==> config.mk <==
export PLATFORM = sky130hd
export DESIGN_NAME = dmem_port_arbiter_flat
export DESIGN_NICKNAME = d
export VERILOG_FILES = /design/src/rtl/dmem_port_arbiter_if.sv /design/src/rtl/dmem_port_arbiter.sv /design/src/flat_wrapper.sv
export SDC_FILE = /design/constraint.sdc
export NUM_CORES = 1
export LEC_CHECK = 0
export ABC_AREA = 1
export BUFFER_PORTS_ARGS = -buffer_cell sky130_fd_sc_hd__buf_4
export CAP_MARGIN = 20
export CORE_ASPECT_RATIO = 0.8
export CORE_MARGIN = 3
export CORE_UTILIZATION = 42
export DETAILED_ROUTE_END_ITERATION = 12
export PLACE_DENSITY = 0.77
export SYNTH_ARGS = -nofsm -noshare
export SYNTH_HDL_FRONTEND = slang
export SYNTH_SLANG_ARGS = --single-unit
==> constraint.sdc <==
create_clock -name clk -period 1.55 [get_ports clk]
set_clock_uncertainty 0.2 [all_clocks]
set_input_delay 0.155 -clock clk [delete_from_list [all_inputs] [get_ports clk]]
set_output_delay 0.155 -clock clk [all_outputs]
set_load 0.02 [all_outputs]
==> src/rtl/dmem_port_arbiter_if.sv <==
// Bundle of the two requester handshakes, the BRAM port B pins and the conflict counter.
// The arbiter sits on the slave side; the environment (CPU, debug reader, BRAM) on the master side.
`timescale 1ns/1ps
interface dmem_port_arbiter_if #(
  parameter int ADDR_WIDTH = 9,
  parameter int DATA_WIDTH = 16
);
  logic                  cpu_req;
  logic                  cpu_we;
  logic [ADDR_WIDTH-1:0] cpu_addr;
  logic [DATA_WIDTH-1:0] cpu_wdata;
  logic                  cpu_gnt;
  logic                  cpu_rvalid;
  logic [DATA_WIDTH-1:0] cpu_rdata;
  logic                  dbg_req;
  logic [ADDR_WIDTH-1:0] dbg_addr;
  logic                  dbg_gnt;
  logic                  dbg_rvalid;
  logic [DATA_WIDTH-1:0] dbg_rdata;
  logic                  mem_en;
  logic                  mem_we;
  logic [ADDR_WIDTH-1:0] mem_addr;
  logic [DATA_WIDTH-1:0] mem_din;
  logic [DATA_WIDTH-1:0] mem_dout;
  logic [15:0]           conflict_cnt;

  modport slave (
    input  cpu_req, cpu_we, cpu_addr, cpu_wdata, dbg_req, dbg_addr, mem_dout,
    output cpu_gnt, cpu_rvalid, cpu_rdata, dbg_gnt, dbg_rvalid, dbg_rdata,
    output mem_en, mem_we, mem_addr, mem_din, conflict_cnt
  );

  modport master (
    output cpu_req, cpu_we, cpu_addr, cpu_wdata, dbg_req, dbg_addr, mem_dout,
    input  cpu_gnt, cpu_rvalid, cpu_rdata, dbg_gnt, dbg_rvalid, dbg_rdata,
    input  mem_en, mem_we, mem_addr, mem_din, conflict_cnt
  );
endinterface

==> src/rtl/dmem_port_arbiter.sv <==
// BRAM port B arbiter: CPU has priority, a starvation counter forces the debug reader through,
// and the 1-cycle read latency is tracked so returned data reaches the right requester.
`timescale 1ns/1ps
module dmem_port_arbiter #(
  parameter int ADDR_WIDTH = 9,
  parameter int DATA_WIDTH = 16,
  parameter int MAX_WAIT   = 4
) (
  input  logic                clk,
  input  logic                rst_n,
  dmem_port_arbiter_if.slave  bus
);

  localparam logic [3:0] MAX_WAIT_C = 4'(MAX_WAIT);

  logic [1:0]            r_rd_pend;
  logic [3:0]            r_wait;
  logic [DATA_WIDTH-1:0] r_cpu_hold;
  logic [DATA_WIDTH-1:0] r_dbg_hold;
  logic [15:0]           r_conflict;

  logic w_dbg_win;
  logic w_cpu_gnt;
  logic w_dbg_gnt;
  logic w_conflict;

  // Grants are gated by rst_n so nothing reaches the BRAM while reset is held.
  assign w_dbg_win  = bus.dbg_req & (~bus.cpu_req | (r_wait == MAX_WAIT_C));
  assign w_dbg_gnt  = rst_n & w_dbg_win;
  assign w_cpu_gnt  = rst_n & bus.cpu_req & ~w_dbg_win;
  assign w_conflict = bus.cpu_req & bus.dbg_req;

  always_comb begin
    bus.mem_we   = 1'b0;
    bus.mem_addr = '0;
    bus.mem_din  = '0;
    if (w_cpu_gnt) begin
      bus.mem_we   = bus.cpu_we;
      bus.mem_addr = bus.cpu_addr;
      bus.mem_din  = bus.cpu_wdata;
    end else if (w_dbg_gnt) begin
      bus.mem_addr = bus.dbg_addr;
    end
  end

  assign bus.mem_en       = w_cpu_gnt | w_dbg_gnt;
  assign bus.cpu_gnt      = w_cpu_gnt;
  assign bus.dbg_gnt      = w_dbg_gnt;
  assign bus.cpu_rvalid   = r_rd_pend[0];
  assign bus.dbg_rvalid   = r_rd_pend[1];
  assign bus.cpu_rdata    = r_rd_pend[0] ? bus.mem_dout : r_cpu_hold;
  assign bus.dbg_rdata    = r_rd_pend[1] ? bus.mem_dout : r_dbg_hold;
  assign bus.conflict_cnt = r_conflict;

  always_ff @(posedge clk or negedge rst_n) begin
    if (!rst_n) begin
      r_rd_pend  <= '0;
      r_wait     <= '0;
      r_cpu_hold <= '0;
      r_dbg_hold <= '0;
      r_conflict <= '0;
    end else begin
      r_rd_pend <= {w_dbg_gnt, w_cpu_gnt & ~bus.cpu_we};
      if (r_rd_pend[0]) r_cpu_hold <= bus.mem_dout;
      if (r_rd_pend[1]) r_dbg_hold <= bus.mem_dout;
      // Starvation counter only runs while debug is asking and being refused.
      if (bus.dbg_req && !w_dbg_gnt) begin
        if (r_wait != MAX_WAIT_C) r_wait <= r_wait + 4'd1;
      end else begin
        r_wait <= '0;
      end
      if (w_conflict && (r_conflict != 16'hFFFF)) r_conflict <= r_conflict + 16'd1;
    end
  end

endmodule

==> src/flat_wrapper.sv <==
// flat-port wrapper written by rule: the top's interface ports become plain ports
module dmem_port_arbiter_flat 
#(
  parameter int ADDR_WIDTH = 9,
  parameter int DATA_WIDTH = 16,
  parameter int MAX_WAIT   = 4
)
  (clk, rst_n, bus_cpu_req, bus_cpu_we, bus_cpu_addr, bus_cpu_wdata, bus_dbg_req, bus_dbg_addr, bus_mem_dout, bus_cpu_gnt, bus_cpu_rvalid, bus_cpu_rdata, bus_dbg_gnt, bus_dbg_rvalid, bus_dbg_rdata, bus_mem_en, bus_mem_we, bus_mem_addr, bus_mem_din, bus_conflict_cnt);
  dmem_port_arbiter_if #(.ADDR_WIDTH(ADDR_WIDTH), .DATA_WIDTH(DATA_WIDTH)) bus_i ();
  input  logic clk;
  input  logic rst_n;
  input wire logic [$bits(bus_i.cpu_req)-1:0] bus_cpu_req;
  input wire logic [$bits(bus_i.cpu_we)-1:0] bus_cpu_we;
  input wire logic [$bits(bus_i.cpu_addr)-1:0] bus_cpu_addr;
  input wire logic [$bits(bus_i.cpu_wdata)-1:0] bus_cpu_wdata;
  input wire logic [$bits(bus_i.dbg_req)-1:0] bus_dbg_req;
  input wire logic [$bits(bus_i.dbg_addr)-1:0] bus_dbg_addr;
  input wire logic [$bits(bus_i.mem_dout)-1:0] bus_mem_dout;
  output wire logic [$bits(bus_i.cpu_gnt)-1:0] bus_cpu_gnt;
  output wire logic [$bits(bus_i.cpu_rvalid)-1:0] bus_cpu_rvalid;
  output wire logic [$bits(bus_i.cpu_rdata)-1:0] bus_cpu_rdata;
  output wire logic [$bits(bus_i.dbg_gnt)-1:0] bus_dbg_gnt;
  output wire logic [$bits(bus_i.dbg_rvalid)-1:0] bus_dbg_rvalid;
  output wire logic [$bits(bus_i.dbg_rdata)-1:0] bus_dbg_rdata;
  output wire logic [$bits(bus_i.mem_en)-1:0] bus_mem_en;
  output wire logic [$bits(bus_i.mem_we)-1:0] bus_mem_we;
  output wire logic [$bits(bus_i.mem_addr)-1:0] bus_mem_addr;
  output wire logic [$bits(bus_i.mem_din)-1:0] bus_mem_din;
  output wire logic [$bits(bus_i.conflict_cnt)-1:0] bus_conflict_cnt;
  assign bus_i.cpu_req = bus_cpu_req;
  assign bus_i.cpu_we = bus_cpu_we;
  assign bus_i.cpu_addr = bus_cpu_addr;
  assign bus_i.cpu_wdata = bus_cpu_wdata;
  assign bus_i.dbg_req = bus_dbg_req;
  assign bus_i.dbg_addr = bus_dbg_addr;
  assign bus_i.mem_dout = bus_mem_dout;
  assign bus_cpu_gnt = bus_i.cpu_gnt;
  assign bus_cpu_rvalid = bus_i.cpu_rvalid;
  assign bus_cpu_rdata = bus_i.cpu_rdata;
  assign bus_dbg_gnt = bus_i.dbg_gnt;
  assign bus_dbg_rvalid = bus_i.dbg_rvalid;
  assign bus_dbg_rdata = bus_i.dbg_rdata;
  assign bus_mem_en = bus_i.mem_en;
  assign bus_mem_we = bus_i.mem_we;
  assign bus_mem_addr = bus_i.mem_addr;
  assign bus_mem_din = bus_i.mem_din;
  assign bus_conflict_cnt = bus_i.conflict_cnt;
  dmem_port_arbiter #(.ADDR_WIDTH(ADDR_WIDTH), .DATA_WIDTH(DATA_WIDTH), .MAX_WAIT(MAX_WAIT)) u_core (.clk(clk), .rst_n(rst_n), .bus(bus_i));
endmodule
==> results of run 1 <==
-- layout by cell type, fill, tap and decap left out, types with 4 or more instances in the layout --
master and n:
nand2_2 33, dfrtp_1 45, dfrtp_2 9, nor2_2 4, o21ai_2 5, inv_1 31
nor2_1 11, nand2_1 53, buf_4 114, buf_12 7, mux2_4 31, nand3_1 6
clkbuf_8 5, buf_6 64, nor2_4 22, nand2_4 10, xnor2_1 5, o21ai_1 5
-- per-layer routing --
layer,vias to the layer above,part of all wire (%),GRT usage (%)
met2,124,53,44.6
met5,-,0,0
met1,1435,38,29.0
li1,1344,-,-
met4,0,3.3,10.9
met3,31,5.3,5.44
-- kinds of logic (layout without fill, tap and decap cells) --
group	after synthesis	after routing
simple gates	148	148
flops	54	54
buf+inv	45	238
mux	32	32
compound gates	17	17
xor+xnor	8	8
fa+ha+maj	3	3
-- critical path: stages (launching register included) --
cell and delay, ps:
dfrtp_1 390, inv_2 60, ha_4 160, nand2_4 80, nand2_4 70, nand2_4 80
nand2_8 100, buf_16 180, nor2_4 100, buf_6 130
-- state kept, by name, indices dropped and copies added (netlist names) --
signal	count
u_core.bus.conflict_cnt	16
u_core.r_cpu_hold	16
u_core.r_dbg_hold	16
u_core.r_rd_pend	2
u_core.r_wait	4
-- power by group through the flow --
stage / registers [mW] / clock network, mW / logic (mW)
2_1_floorplan: 1.89 / 0 / 0.827
3_3_place_gp: 1.80 / 0 / 1.67
3_5_place_dp: 1.81 / 0 / 1.71
4_1_cts: 1.79 / 0.998 / 2.14
5_1_grt: 1.85 / 1.07 / 2.46
6_report: 1.83 / 0.992 / 2.34
-- how the worst max path moves through the flow --
stage | start | to | slack (ps) | cells past startpoint
final | u_core.r_wait[1] | bus_mem_din[8] | -480 | 9
after global routing | u_core.r_wait[0] | bus_mem_addr[3] | -550 | 10
after CTS | u_core.r_wait[0] | bus_mem_addr[7] | -400 | 10
after detailed placement | u_core.r_wait[0] | bus_mem_din[2] | -170 | 9
after global placement | u_core.r_wait[0] | bus_mem_din[3] | -80 | 9
after floorplan | u_core.r_wait[0] | bus_mem_din[10] | -110 | 9
-- what timing repair did --
item                       in CTS  in global routing
gates cloned                    4                  1
setup endpoints to repair      65                 82
hold endpoints to repair       84                 33
setup buffers                  14                 13
pin swaps                       2                 20
gates resized for setup       112                 72
-- cell type report --
class                           instances  area [sq um]  area share (%)
Clock inverter                          3          47.5           0.896
Sequential cell                        54          1360            25.7
Clock buffer                            5          68.8            1.30
Timing Repair Buffer                  193          1880            35.5
Tap cell                               81           101            1.91
Multi-Input combinational cell        208          1690            31.9
Inverter                               37           151            2.85
==> impl_metrics.toml, run 1 <==
[outcome]
outcome = "finished with violations"
failed_checks = "negative hold slack, negative setup slack"

[yosys]
synthesis.nets = 365
yosysSeqAreaShare_pct = 48.7
synth_most_common_cell = "nand2_1"
syn_area_sq_um = 2770
synth_top_family_by_area = "simple AND/OR/NAND/NOR gates"
async_reset_ff_share_pct = 100
ys_seq_elements = 54
synth-xor-area-share_pct = 2.53
syn_inst = 307
yosysUniqueCellTypes = 25
synthSimpleGateAreaFrac_pct = 23.0
synth.avg_cell_area_sq_um = 9.04
ys_warn_count = 0
yosys-top-cells-area = "dfrtp_1 49%, mux2_2 13%, nand2_1 13%"
synth_compound_area_share_pct = 4.10
synthMuxAreaShare_pct = 13.0
synth_top_cell_by_area = "dfrtp_1"
synthAdderAreaFrac_pct = 1.35
synth-main-ff-cell = "dfrtp_1"
netlist.area_leader.share_pct = 48.7
synth_edf_count = 0
netlist_top_cells_count = "93 x nand2_1, 54 x dfrtp_1, 34 x inv_1"

[sta]
tns_ps = -20010
whs_ps = -102
tightest_slew_ps = 669
setup_slack_ps = -481
post-route-period-util_pct = 131
setup_viol = 74
slew_headroom_pct = 55.4
rsz0062_at_grt = "yes"
fmax_mhz = 492
hold_viol_final = 25
report.final.slew_viol_count = 0
fin_crit_ps = 2030

[pwr]
p_leak_nw = 2.67
totalPowerFinal_mw = 5.16
seq_power_share_pct = 35.5
p_clk_share_pct = 19.2
combPwrFrac_pct = 45.3
p_sw_mw = 1.77
p_per_area_nw_per_um2 = 972
worst_ir_drop_vdd_mv = 0.772
p_int_mw = 3.38
switching_share_pct = 34.4

[clocking]
worstSkewPairLatency_ps = 320
cts_buffers = 5
cts_root_buf = "clkbuf_8"
cts_tree = "built"
clock-sinks = 54
clock_path_buffers = 2
cts_hold_buf = 2
cts.clk_slew.worst_paths_ps = 110
cts_max_level = 2

[drt]
wl_per_cell_um = 18.8
first_pass_iters = 4
vias = 2934
finalWirelength_mm = 10.9
drt_iter0_drc = 157
via_per_inst = 5.05
ant_nets = 0
drc = 0

[die]
rows = 25
core_area_sq_um = 6160
dieArea_sq_um = 7620
dieHeight_um = 78.7
num_io_pins = 134
die_x_um = 96.9
start_util_pct = 45.0

[place]
place_area_sq_um = 4200
placed_cells = 540
preCtsSetupSlack_ps = -167
dp_hpwl_mm = 6.00
gp_congestion = 0.817
io_buffers = 133

[global_route]
overflow = 0
grtUsageTotal_pct = 25.0
grt_first_pass_wirelength_mm = 15.1
antenna_found_initial = 0
grt_pass1_vias = 2986
grt_max_degree = 55

[cells_and_area]
syn_to_final_growth_pct = 91.3
nFillCells = 272
finalInstanceArea_sq_um = 5310
utilization_pct = 86.1
drive_gt1_share_pct = 65.8
final_cells = 581
nets = 557
n_antenna_cell = 0

[worst_setup_path]
crit_type = "flip-flop to output port"
startpoint_type = "flip-flop"
arrival_ps = 1680
rr_worst_depth = 9
path_max_fanout = 9
required_ps = 1190
timing.rr.start = "u_core.r_wait[1]"
r2r-end = "u_core.r_rd_pend[0]"
reg2reg_slack_ps = -70
crit_path_end_kind = "output port"

[min_path]
hp-start = "bus_mem_dout[15]"
hp-class = "input port to flip-flop"
worstHoldPathCells = 2
whs_endpoint = "u_core.r_dbg_hold[15]"

[flow_run]
maxCapViolCount = 0
Note: power is estimated with default switching activity, not from simulation.
==> run 2: changes to the inputs <==
--- a/config.mk
+++ b/config.mk
@@ -8,7 +8,6 @@
 export ABC_AREA = 1
 export BUFFER_PORTS_ARGS = -buffer_cell sky130_fd_sc_hd__buf_4
 export CAP_MARGIN = 20
-export CORE_ASPECT_RATIO = 0.8
 export CORE_MARGIN = 3
 export CORE_UTILIZATION = 42
 export DETAILED_ROUTE_END_ITERATION = 12
==> impl_metrics.toml, run 2 (synthesis gave the netlist of run 1 again) <==
[sta]
whs_ps = -96.5
fin_crit_ps = 2080
setup_viol = 77
setup_slack_ps = -531
report.final.slew_viol_count = 0
slew_headroom_pct = 54.9
post-route-period-util_pct = 134
rsz0062_at_grt = "yes"
fmax_mhz = 481
tightest_slew_ps = 676
hold_viol_final = 26

[pwr]
p_sw_mw = 1.73
p_clk_share_pct = 19.8
totalPowerFinal_mw = 5.05
seq_power_share_pct = 36.2
worst_ir_drop_vdd_mv = 0.808
p_per_area_nw_per_um2 = 973
p_leak_nw = 2.61
p_int_mw = 3.32
switching_share_pct = 34.2
combPwrFrac_pct = 44.0

[cells_and_area]
syn_to_final_growth_pct = 87.3
nets = 557
finalInstanceArea_sq_um = 5200
n_antenna_cell = 0
nFillCells = 340
drive_gt1_share_pct = 63.6
layout_common_cells = "114 x buf_4, 67 x nand2_1, 64 x buf_6"
mostFrequentLayoutCell = "buf_4"

[outcome]
outcome = "finished with violations"
failed_checks = "negative hold slack, negative setup slack"

[worst_setup_path]
arrival_ps = 1730
crit_slowest_cell = "dfrtp_1"
max_stage_delay_ps = 410
required_ps = 1190
crit_type = "flip-flop to output port"
path_common_cell = "nand2_4"
crit_buf_inv = 3
crit_path_end_kind = "output port"
startpoint_type = "flip-flop"
path_max_fanout = 6
path_delay_family = "simple AND/OR/NAND/NOR gates"
cp_cell_sequence = "inv_2 > ha_4 > nand2_4 > nand2_4 > nand2_4 > nand2_8 > inv_4 > nand2_1 > nand2_2 > buf_4"

[place]
gp_congestion = 0.840
dp_hpwl_mm = 5.77
preCtsSetupSlack_ps = -92.9
io_buffers = 133
place_area_sq_um = 4210

[drt]
drt_iter0_drc = 146
vias = 2890
via_per_inst = 5.03
first_pass_iters = 4
ant_nets = 0
finalWirelength_mm = 10.4
wl_per_cell_um = 18.1
drc = 0

[clocking]
cts_root_buf = "clkbuf_8"
cts_hold_buf = 2
clock_path_buffers = 2
cts_max_level = 2
worstSkewPairLatency_ps = 310
clock-sinks = 54
cts.clk_slew.worst_paths_ps = 110
cts_tree = "built"
cts_buffers = 5

[flow_run]
maxCapViolCount = 0

[global_route]
antenna_found_initial = 0
overflow = 0
grtUsageTotal_pct = 22.9
grt_first_pass_wirelength_mm = 13.6
grt_max_degree = 55
grt_pass1_vias = 2877

[min_path]
hp-class = "input port to flip-flop"

[die]
dieArea_sq_um = 7620
rows = 28
start_util_pct = 45.0
dieHeight_um = 87.3
num_io_pins = 134
die_x_um = 87.3
core_area_sq_um = 6170
-- run 2: cell count changes in the layout (fill, tap and decap cells not counted), moves of 2 or more --
| cell | before | now |
|---|---|---|
| mux2_2 | 1 | 6 |
| nand2_4 | 10 | 8 |
| nor2_4 | 22 | 24 |
| dfrtp_2 | 9 | 11 |
| nand2_1 | 53 | 67 |
| buf_16 | 3 | 1 |
| dfrtp_1 | 45 | 43 |
| inv_6 | 1 | 3 |
| o21ai_1 | 5 | 2 |
| nand2_2 | 33 | 21 |
| o21ai_0 | 2 | 5 |
| mux2_4 | 31 | 26 |
-- run 2: through the flow --
step / std cells / utilization, % / setup TNS (ps) / hold WS, ps
after floorplan: 307 / - / -2220 / -341
after global placement: 537 / 68.3 / -1270 / 119
after detailed placement: 537 / 68.3 / -1930 / 120
after CTS: 560 / 77.9 / -19340 / -101
after global routing: 575 / 84.3 / -23300 / -115
final: 575 / 84.3 / -20240 / -96.5
-- run 2: layout make-up --
type | count | area [sq um] | area share [%]
Timing Repair inverter | 2 | 13.8 | 0.265
Sequential cell | 54 | 1370 | 26.3
Clock buffer | 5 | 68.8 | 1.32
Inverter | 37 | 146 | 2.82
Timing Repair Buffer | 191 | 1820 | 35.0
Clock inverter | 3 | 47.5 | 0.915
Tap cell | 75 | 93.8 | 1.81
Multi-Input combinational cell | 208 | 1640 | 31.6
-- run 2: worst reg2reg max path, delay by kind of cell, from the launching register on --
family	cells	cell delay [ps]
AND/OR/NAND/NOR	6	660
buffers and inverters	1	150
flip-flops	1	420
AO/OA/AOI/OAI	1	70
-- run 2: repair_timing --
| action | 4_1_cts | 5_1_grt |
|---|---|---|
| pin swaps | 5 | 14 |
| resized for setup | 86 | 79 |
| setup endpoints to repair | 69 | 83 |
| endpoints found under the hold margin | 87 | 32 |
| buffers inserted | 7 | 19 |
| gates cloned | 6 | 1 |
-- run 2: layer usage --
layer	track usage (%)	routed length, um	vias up	part of all wire, %
met5	0	0	-	0
met4	7.11	240	0	2.3
met3	4.54	610	18	5.9
met2	42.5	5900	133	57
met1	26.1	3660	1396	35
li1	-	-	1343	-
-- run 2: power groups by stage --
stage | registers, mW | clock network (mW) | logic (mW)
finish | 1.83 | 0.999 | 2.22
global route | 1.86 | 1.08 | 2.35
CTS | 1.81 | 1.02 | 1.92
detailed placement | 1.82 | 0 | 1.70
global placement | 1.81 | 0 | 1.66
floorplan | 1.89 | 0 | 0.827
-- run 2: final timing paths --
path                                             startpoint                          to  slack (ps)  cells past startpoint
min in group asynchronous                             rst_n  u_core.bus.conflict_cnt[4]         420                      3
worst min register to register        u_core.r_cpu_hold[12]       u_core.r_cpu_hold[12]         310                      1
worst min-delay path                        bus_mem_dout[4]        u_core.r_cpu_hold[4]        -100                      2
worst max-delay path                       u_core.r_wait[0]             bus_mem_addr[2]        -530                     10
max in group asynchronous                             rst_n  u_core.bus.conflict_cnt[9]         240                      3
worst max register to register  u_core.bus.conflict_cnt[10]  u_core.bus.conflict_cnt[7]         -70                      8
==> run 3: changes to the inputs <==
--- a/config.mk
+++ b/config.mk
@@ -8,7 +8,7 @@
 export ABC_AREA = 1
 export BUFFER_PORTS_ARGS = -buffer_cell sky130_fd_sc_hd__buf_4
 export CAP_MARGIN = 20
-export CORE_MARGIN = 3
+export CORE_MARGIN = 5
 export CORE_UTILIZATION = 42
 export DETAILED_ROUTE_END_ITERATION = 12
 export PLACE_DENSITY = 0.77
==> impl_metrics.toml, run 3 (synthesis gave the netlist of run 1 again) <==
[outcome]
outcome = "finished with violations"
failed_checks = "negative hold slack, negative setup slack"

[min_path]
whs_endpoint = "u_core.r_dbg_hold[12]"
hp-start = "bus_mem_dout[12]"
hp-class = "input port to flip-flop"
worstHoldPathCells = 2

[sta]
whs_ps = -90.5
setup_viol = 78
tns_ps = -18660
slew_headroom_pct = 68.6
post-route-period-util_pct = 128
rsz0062_at_grt = "yes"
fmax_mhz = 505
report.final.slew_viol_count = 0
hold_viol_final = 24
fin_crit_ps = 1980
setup_slack_ps = -429
tightest_slew_ps = 471

[cells_and_area]
layout_common_cells = "114 x buf_4, 64 x buf_6, 50 x nand2_1"
drive_gt1_share_pct = 66.5
regArea_sq_um = 1370
mostFrequentLayoutCell = "buf_4"
nets = 559
n_antenna_cell = 0
multi_input_area_sq_um = 1700
syn_to_final_growth_pct = 90.6
utilization_pct = 82.8
nFillCells = 332

[die]
die_x_um = 91.3
core_area_sq_um = 6390
dieHeight_um = 91.3
start_util_pct = 43.4
dieArea_sq_um = 8330
rows = 29
num_io_pins = 134

[clocking]
worstSkewPairLatency_ps = 300
cts_max_level = 2
cts_hold_buf = 3
cts_tree = "built"
cts.clk_slew.worst_paths_ps = 100
cts_buffers = 5
clock-sinks = 54
clock_path_buffers = 2
cts_root_buf = "clkbuf_8"

[pwr]
switching_share_pct = 33.9
p_sw_mw = 1.73
seq_power_share_pct = 36.1
combPwrFrac_pct = 45.4
p_int_mw = 3.36
p_leak_nw = 2.67
p_per_area_nw_per_um2 = 963
worst_ir_drop_vdd_mv = 0.729
p_clk_share_pct = 18.6

[global_route]
overflow = 0
grt_max_degree = 53
grt_first_pass_wirelength_mm = 14.1
antenna_found_initial = 0
grtUsageTotal_pct = 20.6
grt_pass1_vias = 2846

[worst_setup_path]
arrival_ps = 1620
startpoint_type = "flip-flop"
r2r-end = "u_core.r_rd_pend[1]"
rr_worst_depth = 9
crit_path_end_kind = "output port"
crit_type = "flip-flop to output port"
reg2reg_slack_ps = -160
timing.rr.start = "u_core.r_wait[1]"
required_ps = 1190
path_max_fanout = 6

[drt]
drc = 0
ant_nets = 0
via_per_inst = 4.97
first_pass_iters = 4
finalWirelength_mm = 10.2
wl_per_cell_um = 17.6
vias = 2875
drt_iter0_drc = 113

[flow_run]
maxCapViolCount = 0

[place]
gp_congestion = 0.780
dp_hpwl_mm = 5.89
io_buffers = 133
preCtsSetupSlack_ps = -103
==> run 3: cell type report <==
class                      instances  share of cell area, %
clock buffer                       6                   1.37
sequential                        54                   25.8
timing repair inverter             2                  0.260
multi-input combinational        208                   32.1
clock inverter                     2                  0.710
timing repair buffer             193                   35.1
inverter                          37                   2.77
tap                               77                   1.82
==> run 3: worst max-delay path by stage <==
stage | from | end
2_1_floorplan | u_core.r_wait[0] | bus_mem_din[10]
3_3_place_gp | u_core.r_wait[0] | bus_mem_addr[5]
3_5_place_dp | u_core.r_wait[0] | bus_mem_din[1]
4_1_cts | u_core.r_wait[1] | bus_mem_din[0]
5_1_grt | u_core.r_wait[1] | bus_mem_addr[5]
6_report | u_core.r_wait[1] | bus_mem_din[11]
==> run 3: timing repair <==
item / in CTS / in global routing
pin swaps: 6 / 13
setup buffers: 5 / 19
endpoints found under the setup margin: 70 / 86
resized for setup: 95 / 91
endpoints found under the hold margin: 89 / 30
cloned: 4 / 5
==> run 3: layer usage <==
metal | up-vias | part of all wire (%) | track usage (%)
met1 | 1389 | 36 | 24.3
met5 | - | 0 | 0
met3 | 18 | 5.6 | 4.63
met2 | 125 | 56 | 37.7
li1 | 1343 | - | -
met4 | 0 | 2.3 | 5.38
==> run 3: power groups by stage <==
| stage | registers, mW | clock network, mW | logic (mW) |
|---|---|---|---|
| floorplan | 1.89 | 0 | 0.827 |
| global placement | 1.81 | 0 | 1.66 |
| detailed placement | 1.82 | 0 | 1.70 |
| CTS | 1.80 | 0.962 | 1.94 |
| global route | 1.87 | 1.03 | 2.44 |
| finish | 1.84 | 0.945 | 2.31 |
==> run 3: worst max-delay path, stage by stage, from the launching register on <==
cell	delay [ps]
dfrtp_1	390
inv_2	60
ha_4	160
nand2_4	60
nand2_4	70
nand2_4	90
nand2_8	90
buf_6	160
nor2_4	110
buf_6	120
==> run 3: stage by stage <==
step           instance area, sq um  instances  power, mW
3_5_place_dp                   4190        537       3.52
4_1_cts                        4740        557       4.70
6_report                       5290        579       5.09
2_1_floorplan                  2920        307       2.72
3_3_place_gp                   4190        537       3.47
5_1_grt                        5290        579       5.33
